<file path="src/rtl/uart_pwm_rgb.sv">
// UART (oversampled, glitch-rejecting) -> two-byte command parser -> CHANNELS glitch-free PWM outputs.
// cmd_valid one clock after the duty byte's stop sample; duty takes effect at the next PWM wrap.
module uart_pwm_rgb #(
  parameter int CLOCK_FREQ     = 12000000,
  parameter int BAUD           = 9600,
  parameter int OVERSAMPLE     = 16,
  parameter int CHANNELS       = 3,
  parameter int PWM_BITS       = 8,
  parameter int TIMEOUT_CYCLES = 24000,
  parameter int ACTIVE_LOW     = 1
) (
  input  logic                clk,
  input  logic                rst_n,
  input  logic                rx,
  output logic [CHANNELS-1:0] pwm_out,
  output logic                cmd_valid,
  output logic                cmd_err,
  output logic                frame_err
);

  localparam int DIV_RAW = CLOCK_FREQ / (BAUD * OVERSAMPLE);
  localparam int DIV     = (DIV_RAW < 1) ? 1 : DIV_RAW;
  localparam int DIV_W   = (DIV > 1) ? $clog2(DIV) : 1;
  localparam int OS_W    = $clog2(OVERSAMPLE);
  localparam int TO_W    = $clog2(TIMEOUT_CYCLES + 1);
  localparam logic [PWM_BITS-1:0] CNT_MAX = ~PWM_BITS'(1);
  localparam logic POL = (ACTIVE_LOW != 0);

  typedef enum logic [2:0] {RX_IDLE, RX_START, RX_DATA, RX_STOP, RX_BREAK} rx_state_t;
  typedef enum logic {P_IDLE, P_DUTY} p_state_t;

  logic                r_rx_meta, r_rx_sync;
  logic [DIV_W-1:0]    r_div_cnt;
  logic                w_tick;
  rx_state_t           r_rx_state, w_rx_next;
  logic [OS_W-1:0]     r_os_cnt;
  logic [2:0]          r_bit_cnt;
  logic [7:0]          r_shift;
  logic                w_half, w_full, w_sample, w_byte_vld, w_frame_bad;
  p_state_t            r_p_state, w_p_next;
  logic [3:0]          r_ch;
  logic [TO_W-1:0]     r_to_cnt;
  logic                w_ch_ok, w_timeout, w_cmd_ok, w_cmd_bad;
  logic [PWM_BITS-1:0] w_duty;
  logic [PWM_BITS-1:0] r_shadow [CHANNELS];
  logic [PWM_BITS-1:0] r_active [CHANNELS];
  logic [PWM_BITS-1:0] r_cnt;
  logic                w_wrap;
  logic [CHANNELS-1:0] r_pwm;
  logic                r_cmd_valid, r_cmd_err, r_frame_err;

  always_ff @(posedge clk) begin
    if (!rst_n) begin
      r_rx_meta <= 1'b1;
      r_rx_sync <= 1'b1;
    end else begin
      r_rx_meta <= rx;
      r_rx_sync <= r_rx_meta;
    end
  end

  assign w_tick = (r_div_cnt == DIV_W'(DIV - 1));

  always_ff @(posedge clk) begin
    if (!rst_n)      r_div_cnt <= '0;
    else if (w_tick) r_div_cnt <= '0;
    else             r_div_cnt <= r_div_cnt + DIV_W'(1);
  end

  assign w_half = (r_os_cnt == OS_W'(OVERSAMPLE / 2 - 1));
  assign w_full = (r_os_cnt == OS_W'(OVERSAMPLE - 1));

  always_ff @(posedge clk) begin
    if (!rst_n) r_rx_state <= RX_IDLE;
    else        r_rx_state <= w_rx_next;
  end

  always_comb begin
    w_rx_next = r_rx_state;
    case (r_rx_state)
      RX_IDLE:  if (w_tick && !r_rx_sync) w_rx_next = RX_START;
      RX_START: if (w_tick && w_half) w_rx_next = r_rx_sync ? RX_IDLE : RX_DATA;
      RX_DATA:  if (w_tick && w_full && r_bit_cnt == 3'd7) w_rx_next = RX_STOP;
      RX_STOP:  if (w_tick && w_full) w_rx_next = r_rx_sync ? RX_IDLE : RX_BREAK;
      RX_BREAK: if (w_tick && r_rx_sync) w_rx_next = RX_IDLE;
      default:  w_rx_next = RX_IDLE;
    endcase
  end

  always_comb begin
    w_sample    = (r_rx_state == RX_DATA) && w_tick && w_full;
    w_byte_vld  = (r_rx_state == RX_STOP) && w_tick && w_full && r_rx_sync;
    w_frame_bad = (r_rx_state == RX_STOP) && w_tick && w_full && !r_rx_sync;
  end

  // Oversample counter restarts on every state change and after each full bit.
  always_ff @(posedge clk) begin
    if (!rst_n) begin
      r_os_cnt  <= '0;
      r_bit_cnt <= '0;
      r_shift   <= '0;
    end else begin
      if (w_tick) begin
        if (w_rx_next != r_rx_state || w_full ||
            r_rx_state == RX_IDLE || r_rx_state == RX_BREAK)
          r_os_cnt <= '0;
        else
          r_os_cnt <= r_os_cnt + OS_W'(1);
      end
      if (r_rx_state == RX_START) r_bit_cnt <= '0;
      else if (w_sample)          r_bit_cnt <= r_bit_cnt + 3'd1;
      if (w_sample) r_shift <= {r_rx_sync, r_shift[7:1]};
    end
  end

  assign w_ch_ok   = ({1'b0, r_ch} < 5'(CHANNELS));
  assign w_timeout = (r_to_cnt == TO_W'(TIMEOUT_CYCLES - 1));
  assign w_duty    = PWM_BITS'(r_shift);

  always_ff @(posedge clk) begin
    if (!rst_n) r_p_state <= P_IDLE;
    else        r_p_state <= w_p_next;
  end

  always_comb begin
    w_p_next = r_p_state;
    case (r_p_state)
      P_IDLE:  if (w_byte_vld && r_shift[7:4] == 4'hC) w_p_next = P_DUTY;
      P_DUTY:  if (w_frame_bad || w_byte_vld || w_timeout) w_p_next = P_IDLE;
      default: w_p_next = P_IDLE;
    endcase
  end

  // A framing error while waiting for the duty byte drops the command silently.
  always_comb begin
    w_cmd_ok  = (r_p_state == P_DUTY) && w_byte_vld && w_ch_ok;
    w_cmd_bad = (r_p_state == P_DUTY) && !w_frame_bad &&
                ((w_byte_vld && !w_ch_ok) || (!w_byte_vld && w_timeout));
  end

  always_ff @(posedge clk) begin
    if (!rst_n) begin
      r_ch        <= '0;
      r_to_cnt    <= '0;
      r_cmd_valid <= 1'b0;
      r_cmd_err   <= 1'b0;
      r_frame_err <= 1'b0;
      for (int i = 0; i < CHANNELS; i++) r_shadow[i] <= '0;
    end else begin
      if (r_p_state == P_IDLE && w_p_next == P_DUTY) r_ch <= r_shift[3:0];
      if (r_p_state == P_IDLE) r_to_cnt <= '0;
      else                     r_to_cnt <= r_to_cnt + TO_W'(1);
      r_cmd_valid <= w_cmd_ok;
      r_cmd_err   <= w_cmd_bad;
      r_frame_err <= w_frame_bad;
      for (int i = 0; i < CHANNELS; i++)
        if (w_cmd_ok && r_ch == 4'(i)) r_shadow[i] <= w_duty;
    end
  end

  assign w_wrap = (r_cnt == CNT_MAX);

  // Active duty only changes at the wrap, so a period is never cut short or stretched.
  always_ff @(posedge clk) begin
    if (!rst_n) begin
      r_cnt <= '0;
      r_pwm <= {CHANNELS{POL}};
      for (int i = 0; i < CHANNELS; i++) r_active[i] <= '0;
    end else begin
      r_cnt <= w_wrap ? '0 : r_cnt + PWM_BITS'(1);
      for (int i = 0; i < CHANNELS; i++) begin
        if (w_wrap) r_active[i] <= r_shadow[i];
        r_pwm[i] <= (r_cnt < r_active[i]) ^ POL;
      end
    end
  end

  assign pwm_out   = r_pwm;
  assign cmd_valid = r_cmd_valid;
  assign cmd_err   = r_cmd_err;
  assign frame_err = r_frame_err;

endmodule

</file>
<file path="config.mk">
export PLATFORM = sky130hd
export DESIGN_NAME = uart_pwm_rgb
export DESIGN_NICKNAME = d
export VERILOG_FILES = /design/src/rtl/uart_pwm_rgb.sv
export SDC_FILE = /design/constraint.sdc
export NUM_CORES = 1
export LEC_CHECK = 0
export CAP_MARGIN = 0
export CORE_UTILIZATION = 45
export CTS_CLUSTER_DIAMETER = 60
export DETAILED_ROUTE_END_ITERATION = 10
export SLEW_MARGIN = 20
export SYNTH_ARGS = -nofsm -noshare
export SYNTH_HDL_FRONTEND = slang
export SYNTH_SLANG_ARGS = --single-unit
</file>
<file path="constraint.sdc">
create_clock -name clk -period 2.9 [get_ports clk]
set_input_delay 0.58 -clock clk [delete_from_list [all_inputs] [get_ports clk]]
set_output_delay 0.58 -clock clk [all_outputs]
set_load 0.05 [all_outputs]
</file>
==> impl_metrics.yaml <==
yosys:
  syn_nets: 463
  yosysWarnings: 0
  synth-seq-cells: 109
  syn_inst: 431
  synthesis.area_sq_um: 4740
  synth_enable_flop_cells: 48
  ys_types: 45
  yosysSeqAreaShare_pct: 56.2
  ys_async_sr_fraction_pct: 0
  synthFlopType: "dfxtp_1"
  syn_area_per_cell_sq_um: 11.0
worst_setup_path:
  cp_slowest_cell: "nor4_1"
  cp-start-kind: "flip-flop"
  path_max_fanout: 8
  crit_path_max_incr_delay_ns: 0.44
  cp.required_ns: 2.98
  endpoint_kind: "flip-flop"
  path_class: "flip-flop to flip-flop"
  crit_chain: "ha_1, nand4bb_1, nor4_1, and3_1, nand3_1, o31ai_1, buf_4"
  arrival_ns: 2.44
sta:
  skew_ns: 0.0103
  setup_viol_count_final: 0
  timing.slew.headroom_pct: 58.9
  whs_ns: 0.421
  slew_violations: 0
  fin_crit_sh_pct: 81.4
  worstMarginPinSlew_ns: 0.610
  setup_slack_ns: 0.538
  max_freq_mhz: 423
  hold_viol: 0
  setup_tns_ns: 0
  min_period_ns: 2.36
  rsz0062_at_grt: "false"
place:
  dp_slack_ns: 0.530
  dp_hpwl_um: 5520
  port_buffers: 8
  gp_congestion: 0.779
grt:
  grt_antenna_before_repair: 0
  grt_pass1_vias: 2793
  grt_max_degree: 25
  gr-total-overflow: 0
  grt_util_all_layers_pct: 15.1
  grt_first_pass_wirelength_um: 13000
cts:
  clk_path_buf_depth: 2
  clkTransAtPathRegs_ns: 0.11
  numCtsBuffers: 9
  post_cts_buffers: 0
  clockRootBuffer: "clkbuf_8"
  htree_num_levels: 3
  cts_hold_buf: 0
  cts_resized: 0
  tritoncts: "yes"
  cts.sinks: 109
  clock_latency_ns: 0.37
drt:
  route.detailed.wl_per_inst_um: 12.9
  drtIter0Drc: 60
  route.detailed.drc: 0
  ant_nets: 0
  dr.pass1.iters: 4
  totalWireLength_um: 7620
  vias_per_cell: 4.92
  vias: 2912
floorplan:
  pin_count: 9
  start_util_pct: 46.1
  rows: 37
  die_h_um: 105
  dieArea_sq_um: 10900
  die_w_um: 105
  fp.coreArea_sq_um: 10300
finish:
  areaGrowthSynthToFinish_pct: 11.0
  final_nets: 483
  drive_above_1_share_pct: 7.24
  num-fill-cells: 948
  fin_util_pct: 51.2
  n_antenna_cell: 0
pwr:
  power_leakage_uw: 0.00205
  report.power.total_uw: 2800
  powerDensity_nw_per_um2: 532
  peakVddDrop_mv: 0.394
job:
  drv_cap: 0
worst_hold_path:
  hp-class: "flip-flop to flip-flop"
run_status:
  outcome: "completed"
[cell type report]
| class | count | area (sq um) | share of cell area (%) |
|---|---|---|---|
| Clock inverter | 4 | 56.3 | 1.07 |
| Timing Repair Buffer | 19 | 163 | 3.09 |
| Tap cell | 136 | 170 | 3.24 |
| Clock buffer | 12 | 176 | 3.35 |
| Inverter | 29 | 109 | 2.07 |
| Sequential cell | 109 | 2660 | 50.6 |
| Multi-Input combinational cell | 283 | 1920 | 36.5 |
[path summary, 6_finish.rpt]
check               startpoint              to  slack (ns)  depth (start not counted)
setup reg to reg  r_div_cnt[0]  r_shadow[0][2]        0.54                          7
hold reg to reg      r_rx_meta       r_rx_sync        0.42                          1
hold / removal       r_rx_meta       r_rx_sync        0.42                          1
setup / recovery  r_div_cnt[0]  r_shadow[0][2]        0.54                          7
[synthesized netlist by cell type (2+ instances only)]
cell type	instances	area (sq um)
a211oi_1	6	45.0
a21o_1	9	67.6
a21oi_1	8	40.0
and2_1	35	219
and3_1	3	18.8
clkbuf_1	8	30.0
dfxtp_1	61	1220
edfxtp_1	48	1440
ha_1	29	363
inv_1	29	109
mux2i_1	15	150
nand2_1	22	82.6
nand2b_1	7	43.8
nand3_1	20	100
nand4_1	5	31.3
nor2_1	56	210
nor2b_1	2	12.5
nor3_1	5	25.0
nor4_1	2	12.5
nor4b_1	2	17.5
o211ai_1	3	22.5
o21a_1	2	15.0
o21ai_0	4	20.0
o31ai_1	5	37.5
or3_1	2	12.5
xnor2_1	10	87.6
xor2_1	15	131
[cell families (layout without fill, tap and decap cells)]
group	count (synthesis)	count (layout)	synth area share, %
fa+ha+maj	29	29	7.66
flops	109	109	56.2
mux	15	15	3.17
simple gates	171	171	18.4
buf+inv	39	64	3.28
xor+xnor	25	25	4.62
compound gates	43	43	6.63
[layer usage]
metal	routed length, um	vias to the layer above	part of all wire [%]	global-route usage, %
li1	-	1524	-	-
met1	3720	1355	49	19.2
met2	3620	26	47	25.1
met3	184	7	2.4	3.49
met4	102	0	1.3	5.43
met5	0	-	0	0
[power breakdown]
group	internal, uW	leakage (uW)	switching [uW]	total [uW]
Sequential	1640	0.000949	21.8	1660
Combinational	48.0	0.000984	67.8	116
Clock	509	0.000121	510	1020
Total	2200	0.00205	600	2800
[cell usage in the layout, fill, tap and decap left out, drive strengths merged, types with 2 or more instances in the layout]
cell type / count
edfxtp: 48
xor2: 15
nor2: 56
nor4b: 2
clkbuf: 12
o21ai: 5
dfxtp: 61
a21o: 9
clkdlybuf4s50: 8
a21oi: 8
o211ai: 3
and2: 35
nand2b: 7
or2: 2
nand3: 20
mux2i: 15
and3: 4
xnor2: 10
o31ai: 5
inv: 32
or3: 2
nor4: 3
nor3: 6
ha: 29
o21a: 2
nor2b: 2
nand2: 22
a211oi: 6
nand4: 5
buf: 11
[metrics by stage]
stage / cells / area [sq um]
final: 592 / 5260
after global routing: 592 / 5260
after floorplan: 431 / 4740
after CTS: 592 / 5260
after global placement: 576 / 5030
after detailed placement: 576 / 5030
[sequential cells by signal, summed over array words and instances, names as in the netlist]
name	count
r_shadow	24
r_p_state	1
frame_err	1
r_os_cnt	4
r_ch	4
cmd_err	1
r_rx_state	3
r_shift	8
r_to_cnt	15
r_rx_meta	1
r_bit_cnt	3
r_cnt	8
cmd_valid	1
r_active	24
pwm_out	3
r_rx_sync	1
r_div_cnt	7
[critical path: cells and delay by family, from the launching register on]
kind                       cells  cell delay, ns
DFF                            1            0.42
adders and majority gates      1            0.18
AOI/OAI and AO/OA              1            0.21
buffers and inverters          1            0.22
and+or+nand+nor                4            1.02
No activity file was read; power rests on OpenSTA's default activity.
